--- config.mk ---
export PLATFORM = sky130hd
export DESIGN_NAME = bin2bcd_dabble
export DESIGN_NICKNAME = d
export VERILOG_FILES = /design/src/rtl/bin2bcd_dabble.sv
export SDC_FILE = /design/constraint.sdc
export NUM_CORES = 1
export LEC_CHECK = 0
export BUFFER_PORTS_ARGS = -buffer_cell sky130_fd_sc_hd__buf_2
export CAP_MARGIN = 20
export CORE_MARGIN = 4
export CORE_UTILIZATION = 60
export DETAILED_ROUTE_END_ITERATION = 6
export PLACE_DENSITY = 0.83
export SYNTH_ARGS = -nofsm -noshare
export SYNTH_HDL_FRONTEND = slang
export SYNTH_SLANG_ARGS = --single-unit
--- constraint.sdc ---
create_clock -name clk -period 3.4 [get_ports clk]
set_input_delay 1.02 -clock clk [delete_from_list [all_inputs] [get_ports clk]]
set_output_delay 1.02 -clock clk [all_outputs]
set_load 0.05 [all_outputs]
--- src/rtl/bin2bcd_dabble.sv ---
// ============================================================================
//  Module   : bin2bcd_dabble
//  Brief    : Sequential shift-and-add-3 binary-to-BCD converter, one bit
//             per clock, framed by a start/busy/done handshake.
//  Revision : 1.0
// ============================================================================
`default_nettype none

module bin2bcd_dabble #(
    parameter int BIN_WIDTH  = 8,
    parameter int BCD_DIGITS = 3
) (
    input  logic                    clk,
    input  logic                    rst,
    input  logic                    start_i,
    input  logic [BIN_WIDTH-1:0]    bin_i,
    output logic                    busy_o,
    output logic                    done_o,
    output logic [4*BCD_DIGITS-1:0] bcd_o,
    output logic                    overflow_o
);

    localparam int c_BCD_W = 4 * BCD_DIGITS;
    localparam int c_CNT_W = $clog2(BIN_WIDTH + 1);

    localparam logic [1:0] c_S_IDLE  = 2'd0;
    localparam logic [1:0] c_S_SHIFT = 2'd1;
    localparam logic [1:0] c_S_DONE  = 2'd2;

    logic [1:0]           r_state;
    logic [1:0]           w_next_state;
    logic [BIN_WIDTH-1:0] r_shift;
    logic [c_BCD_W-1:0]   r_digits;
    logic [c_BCD_W-1:0]   w_adj;
    logic                 r_ovf_acc;
    logic [c_CNT_W-1:0]   r_cnt;
    logic [c_BCD_W-1:0]   r_bcd;
    logic                 r_ovf;
    logic                 r_done;

    // Add-3 correction on every digit in parallel before the shift.
    generate
        for (genvar k = 0; k < BCD_DIGITS; k++) begin : g_digit
            assign w_adj[4*k +: 4] = (r_digits[4*k +: 4] >= 4'd5)
                                   ? r_digits[4*k +: 4] + 4'd3
                                   : r_digits[4*k +: 4];
        end
    endgenerate

    always_ff @(posedge clk) begin
        if (rst) begin
            r_state <= c_S_IDLE;
        end else begin
            r_state <= w_next_state;
        end
    end

    always_comb begin
        w_next_state = r_state;
        case (r_state)
            c_S_IDLE: begin
                if (start_i) begin
                    w_next_state = c_S_SHIFT;
                end
            end
            c_S_SHIFT: begin
                if (r_cnt == c_CNT_W'(1)) begin
                    w_next_state = c_S_DONE;
                end
            end
            c_S_DONE: begin
                w_next_state = c_S_IDLE;
            end
            default: begin
                w_next_state = c_S_IDLE;
            end
        endcase
    end

    always_comb begin
        busy_o = (r_state != c_S_IDLE);
    end

    always_ff @(posedge clk) begin
        if (rst) begin
            r_shift   <= '0;
            r_digits  <= '0;
            r_ovf_acc <= 1'b0;
            r_cnt     <= '0;
            r_bcd     <= '0;
            r_ovf     <= 1'b0;
            r_done    <= 1'b0;
        end else begin
            r_done <= 1'b0;
            case (r_state)
                c_S_IDLE: begin
                    if (start_i) begin
                        r_shift   <= bin_i;
                        r_digits  <= '0;
                        r_ovf_acc <= 1'b0;
                        r_cnt     <= c_CNT_W'(BIN_WIDTH);
                    end
                end
                c_S_SHIFT: begin
                    // The bit pushed out of the top digit marks value >= 10^BCD_DIGITS.
                    r_digits  <= {w_adj[c_BCD_W-2:0], r_shift[BIN_WIDTH-1]};
                    r_shift   <= r_shift << 1;
                    r_ovf_acc <= r_ovf_acc | w_adj[c_BCD_W-1];
                    r_cnt     <= r_cnt - c_CNT_W'(1);
                end
                c_S_DONE: begin
                    r_bcd  <= r_digits;
                    r_ovf  <= r_ovf_acc;
                    r_done <= 1'b1;
                end
                default: begin
                    r_done <= 1'b0;
                end
            endcase
        end
    end

    assign done_o     = r_done;
    assign bcd_o      = r_bcd;
    assign overflow_o = r_ovf;

endmodule

`default_nettype wire

==> flow_summary_export.csv, run 1 <==
group,metric,value,unit
critical_path,cp_max_fo,20,
sta,finalSetupTns,0,ns
layout,fillers,278,
detailed_routing,vias,1550,
clocking,cts_resized,0,
critical_path,rr_startpoint,"r_state[0]",
layout,area_delta_synth_final,9.19,%
layout,final_area,2110,µm²
grt,grt_overflow,0,
placed_design,io_buffer_count,25,
critical_path,cp-end-kind,"primary output",
logic_synthesis,synth_edf_count,0,
status,status,"complete, no violations",
clocking,insertion_delay,0.35,ns
logic_synthesis,yosysMostFrequentCell,"dfxtp_1",
power,power_density,441,nW/µm²
clocking,cts_tree,"yes",
layout,nets,262,
sta,finalCritPeriodShare,76.3,%
clocking,clock-root-buffer,"clkbuf_4",
grt,grt_pass1_wl,6470,µm
detailed_routing,post-route-drc-count,0,
critical_path,startpoint,"r_state[1]",
logic_synthesis,synth_common_cells,"41 x dfxtp_1, 31 x a21oi_1, 26 x nand2_1",
die,rows,20,
power,peakVddDrop,0.000330,V
worst_hold_path,worstHoldStart,"bcd_o[10]",
sta,maxSlewHeadroom,51.5,%
logic_synthesis,yosys.area.top_type,"dfxtp_1",
placed_design,hpwl,2640,µm
layout,final_core_util,68.6,%
logic_synthesis,yosysUniqueCellTypes,40,
detailed_routing,firstDrtPassIters,4,
logic_synthesis,synthCells,223,
clocking,cts_buffers,5,
job,drv_cap,0,
die,die_area,4200,µm²
critical_path,start_kind,"register",
detailed_routing,wl_per_cell,13.0,µm
power,p_switching,0.000241,W
detailed_routing,ant_nets,0,
critical_path,crit_required,2.38,ns
logic_synthesis,synthTopCellsByArea,"dfxtp_1 42%, a21oi_1 8.0%, ha_1 5.2%, nand2_1 5.0%, nor2_1 4.9%",
placed_design,place.gp.congestion,0.790,
detailed_routing,via_per_inst,5.38,
critical_path,reg2reg_slack,1.56,ns
logic_synthesis,async_flop_share,0,%
power,p_leak,0.865,nW
worst_hold_path,hp-class,"reg2reg",
layout,multi_input_area,971,µm²
logic_synthesis,synth_area,1930,µm²
clocking,htree_num_levels,2,
clocking,cts_setup_buffers,0,
die,coreArea,3080,µm²
logic_synthesis,yosysSeqAreaShare,42.4,%
sta,clock_skew,0.00860,ns
grt,grt_pass1_vias,1406,
placed_design,place_inst,280,
layout,drive_gt1_share,20.1,%
critical_path,timing.critical_path.to,"busy_o",
sta,setup_viol,0,
power,p_comb_share,10.5,%
logic_synthesis,synthFlopType,"dfxtp_1",
die,start_util,62.8,%
sta,drv_slew,0,
sta,fmax,386,MHz
sta,layout_min_cycle_time,2.59,ns
clocking,cts_buffer_depth,2,
die,die_width,64.8,µm
sta,rsz0062_at_grt,"false",
sta,timing_hold_violations_final,0,
grt,grt_usage,19.9,%
placed_design,placed_area,2030,µm²
logic_synthesis,synth.ff_latch_count,41,
sta,worstMarginPinSlew,0.726,ns
layout,fin_cells,288,
critical_path,reg2reg_depth,4,
critical_path,cp_data_arrival_time,1.57,ns
logic_synthesis,ys_warn_count,0,
detailed_routing,drt_wl_total,3740,µm
die,pin_count,26,
critical_path,worst-setup-path-type,"reg2out",
clocking,cts_hold_buf,0,
layout,num_antenna_cells,0,
logic_synthesis,netlist.area_leader.share,42.4,%
logic_synthesis,syn-num-nets,242,
power,power_switching_share,25.9,%
critical_path,crit-reg2reg-capture,"r_cnt[2]",
power,seqPwrFrac,55.4,%
grt,grt_max_degree,29,
grt,antenna_found_initial,0,
logic_synthesis,avgSynthCellArea,8.67,µm²
clocking,clkSinkCount,41,
power,pwr-share-clk,34.1,%
power,p_total,0.000932,W
detailed_routing,drt_iter0_drc,110,
layout,seqCellArea,821,µm²
clocking,clk_pin_slew,0.13,ns
die,dieHeight,64.8,µm
power,intPower,0.000691,W
worst min-delay path by stage:
stage	slack, ns	endpoint	depth (start not counted)
after floorplan	0.43	overflow_o	2
after global placement	0.44	bcd_o[8]	2
after detailed placement	0.45	bcd_o[10]	2
after CTS	0.46	bcd_o[10]	2
after global routing	0.49	bcd_o[3]	2
final	0.46	bcd_o[10]	2
metrics by stage:
step | worst slack (ns) | hold slack (ns)
floorplan | 1.40 | 0.427
global placement | 1.24 | 0.441
detailed placement | 1.21 | 0.447
CTS | 0.798 | 0.465
global route | 0.704 | 0.493
finish | 0.807 | 0.461
registers in the layout, summed over array words and instances (netlist names):
| signal | cells |
|---|---|
| bcd_o | 12 |
| r_digits | 12 |
| r_shift | 8 |
| r_cnt | 4 |
| r_state | 2 |
| done_o | 1 |
| overflow_o | 1 |
| r_ovf_acc | 1 |
metal layers:
metal	global-route usage (%)	up-vias	routed length (µm)
li1	-	802	-
met1	26.0	719	1800
met2	31.2	25	1750
met3	6.24	4	146
met4	6.33	0	40
met5	0	-	0
cell type report:
cell class / count / area share, %
Timing Repair Buffer: 26 / 6.28
Clock buffer: 5 / 1.78
Tap cell: 44 / 2.61
Inverter: 13 / 2.31
Clock inverter: 3 / 2.19
Multi-Input combinational cell: 156 / 46.0
Sequential cell: 41 / 38.9
power groups by stage:
stage	sequential, W	combinational [W]	clock, W
floorplan	0.000520	0.0000885	0
global route	0.000520	0.000111	0.000350
global placement	0.000526	0.0000957	0
CTS	0.000516	0.0000983	0.000326
finish	0.000516	0.0000981	0.000317
detailed placement	0.000526	0.0000974	0
worst max-delay path: stages (launching register included):
cell and delay (ns):
dfxtp_1 0.76, or2_2 0.21, buf_2 0.25
cell usage in the layout (no fill, tap or decap), types with 2 or more instances in the layout:
cell type   n
buf_2      25
a211oi_1    2
xor2_1      3
nor3_1      5
clkbuf_4    5
a22o_1      8
a22oi_1     3
dfxtp_1    41
nand3_1     3
a21oi_1    31
nor2b_1     3
a2111oi_2   2
xnor2_1     3
o221a_2     2
nand2_1    26
nor2_2      2
o21ai_0     5
inv_1      12
o21ai_1     3
o22ai_1     2
nand2b_1    4
mux2i_1     3
ha_1        8
nor2_1     25
cells by family (layout without fill, tap and decap cells):
family                     count (synthesis)  after routing  share of synthesized area, %
DFF                                       41             41                          42.4
and+or+nand+nor                           78             78                          19.7
buffers and inverters                     26             47                          7.37
xor gates and xnor gates                   6              6                          2.72
adders and majority gates                  8              8                          5.17
muxes                                      3              3                          1.55
AOI/OAI and AO/OA                         61             61                          21.1
(Power assumes the default switching activity.)
==> inputs of run 2 (changes only) <==
- CORE_UTILIZATION: 60 -> 56
- PLACE_DENSITY: 0.83 -> 0.78
- clock period: 3.4 -> 2.5 ns (I/O delays scaled with it)
==> run 2 against run 1 <==
Net effect: setup slack got worse by 0.35 ns; wire length grew 0.88%; cell count rose by 1.7%; critical path depth is the same; largest cell class unchanged; highest routed layer unchanged.
==> flow_summary_export.csv, run 2 (synthesis results as in run 1) <==
group,metric,value,unit
status,status,"complete, no violations",
clocking,htree_num_levels,2,
layout,fillers,287,
sta,fmax,489,MHz
power,seqPwrFrac,53.8,%
placed_design,place_ws,0.689,ns
critical_path,start_kind,"register",
clocking,cts_hold_buf,0,
critical_path,crit_required,1.75,ns
sta,finalSetupTns,0,ns
clocking,insertion_delay,0.35,ns
detailed_routing,firstDrtPassIters,4,
job,drv_cap,0,
detailed_routing,drt_iter0_drc,110,
power,pwr-share-clk,35.2,%
detailed_routing,via_per_inst,5.33,
clocking,clock-root-buffer,"clkbuf_4",
detailed_routing,ant_nets,0,
sta,rsz0062_at_grt,"false",
power,power_switching_share,25.1,%
detailed_routing,post-route-drc-count,0,
sta,finalCritPeriodShare,81.8,%
grt,grt_max_degree,20,
critical_path,cp-end-kind,"primary output",
critical_path,rr_startpoint,"r_state[0]",
layout,num_antenna_cells,0,
sta,setup_viol,0,
grt,grt_overflow,0,
placed_design,hpwl,2680,µm
critical_path,cpPeakStageDelay,0.41,ns
die,die_width,66.8,µm
clocking,cts_resized,0,
clocking,clkSinkCount,41,
critical_path,worst-setup-path-type,"reg2out",
detailed_routing,drt_wl_total,3770,µm
sta,clock_skew,0.0108,ns
layout,most-common-layout-cells,"41 x dfxtp_1, 31 x a21oi_1, 26 x nand2_1, 25 x nor2_1, 25 x buf_2",
clocking,clk_pin_slew,0.13,ns
sta,maxSlewHeadroom,60.8,%
die,coreArea,3340,µm²
layout,area_delta_synth_final,10.7,%
sta,worstMarginPinSlew,0.586,ns
power,p_leak,0.884,nW
layout,multi_input_area,971,µm²
power,intPower,0.000970,W
layout,final_common_cell,"dfxtp_1",
critical_path,reg2reg_slack,0.67,ns
layout,seqCellArea,821,µm²
power,p_comb_share,11.0,%
die,die_area,4460,µm²
placed_design,place.gp.congestion,0.879,
die,pin_count,26,
grt,grt_usage,19.1,%
critical_path,timing.critical_path.to,"busy_o",
die,rows,21,
die,dieHeight,66.8,µm
detailed_routing,wl_per_cell,12.9,µm
placed_design,io_buffer_count,25,
clocking,cts_setup_buffers,0,
sta,worst_slack,0.454,ns
critical_path,cp_max_fo,7,
power,peakVddDrop,0.000331,V
clocking,cts_buffers,5,
layout,nets,265,
critical_path,cp_cell_sequence,"or2_2 -> buf_2",
grt,antenna_found_initial,0,
grt,grt_pass1_vias,1471,
die,start_util,58.0,%
critical_path,reg2reg_depth,5,
grt,grt_pass1_wl,6400,µm
layout,final_core_util,64.2,%
worst_hold_path,hp-class,"reg2reg",
clocking,cts_buffer_depth,2,
critical_path,cp_data_arrival_time,1.30,ns
sta,timing_hold_violations_final,0,
power,p_switching,0.000325,W
critical_path,crit-reg2reg-capture,"r_cnt[0]",
sta,drv_slew,0,
critical_path,slowest_stage,"dfxtp_1",
power,power_density,604,nW/µm²
clocking,cts_tree,"yes",
sta,layout_min_cycle_time,2.05,ns
critical_path,startpoint,"r_state[0]",
layout,drive_gt1_share,21.1,%
detailed_routing,vias,1563,
[run 2: cell count changes in the layout (fill, tap and decap cells not counted), sizes merged]
cell / previous run / this run
buf: 26 / 29
clkbuf: 5 / 6
clkinv: 1 / 0
[run 2: metrics by stage]
step | cells | hold slack [ns] | power, W | instance area (µm²)
global route | 293 | 0.497 | 0.00135 | 2140
floorplan | 223 | 0.427 | 0.000827 | 1930
detailed placement | 285 | 0.445 | 0.000853 | 2050
finish | 293 | 0.461 | 0.00129 | 2140
CTS | 293 | 0.463 | 0.00130 | 2140
global placement | 285 | 0.445 | 0.000850 | 2050
[run 2: cell type report]
| type | count | share of cell area [%] |
|---|---|---|
| multi-input cells | 156 | 45.3 |
| flip-flops and latches | 41 | 38.3 |
| repair buffers | 29 | 7.24 |
| well taps | 46 | 2.69 |
| clock buffers | 6 | 2.39 |
| inverters | 13 | 2.28 |
| clock inverters | 2 | 1.75 |
[run 2: worst min-delay path by stage]
stage                     from         end  slack (ns)  cells after the start
floorplan            r_ovf_acc  overflow_o        0.43                      2
global placement      bcd_o[8]    bcd_o[8]        0.44                      2
detailed placement  overflow_o  overflow_o        0.44                      2
CTS                 overflow_o  overflow_o        0.46                      2
global route          bcd_o[7]    bcd_o[7]        0.50                      2
finish                bcd_o[6]    bcd_o[6]        0.46                      2
[run 2: critical path, delay by kind of cell, from the launching register on]
| family | cells | cell delay [ns] |
|---|---|---|
| simple gates | 1 | 0.32 |
| buf+inv | 1 | 0.21 |
| flops | 1 | 0.41 |
[run 2: power groups by stage]
stage / registers (W) / clock network [W] / logic (W)
after floorplan: 0.000707 / 0 / 0.000120
after global placement: 0.000711 / 0 / 0.000140
after detailed placement: 0.000711 / 0 / 0.000142
after CTS: 0.000697 / 0.000465 / 0.000143
after global routing: 0.000700 / 0.000492 / 0.000161
final: 0.000697 / 0.000455 / 0.000142
[run 2: layer usage]
| layer | GRT usage (%) | share of wire (%) |
|---|---|---|
| met2 | 31.7 | 48 |
| met5 | 0 | 0 |
| met3 | 6.07 | 5.9 |
| met1 | 23.0 | 45 |
| met4 | 6.85 | 1.4 |
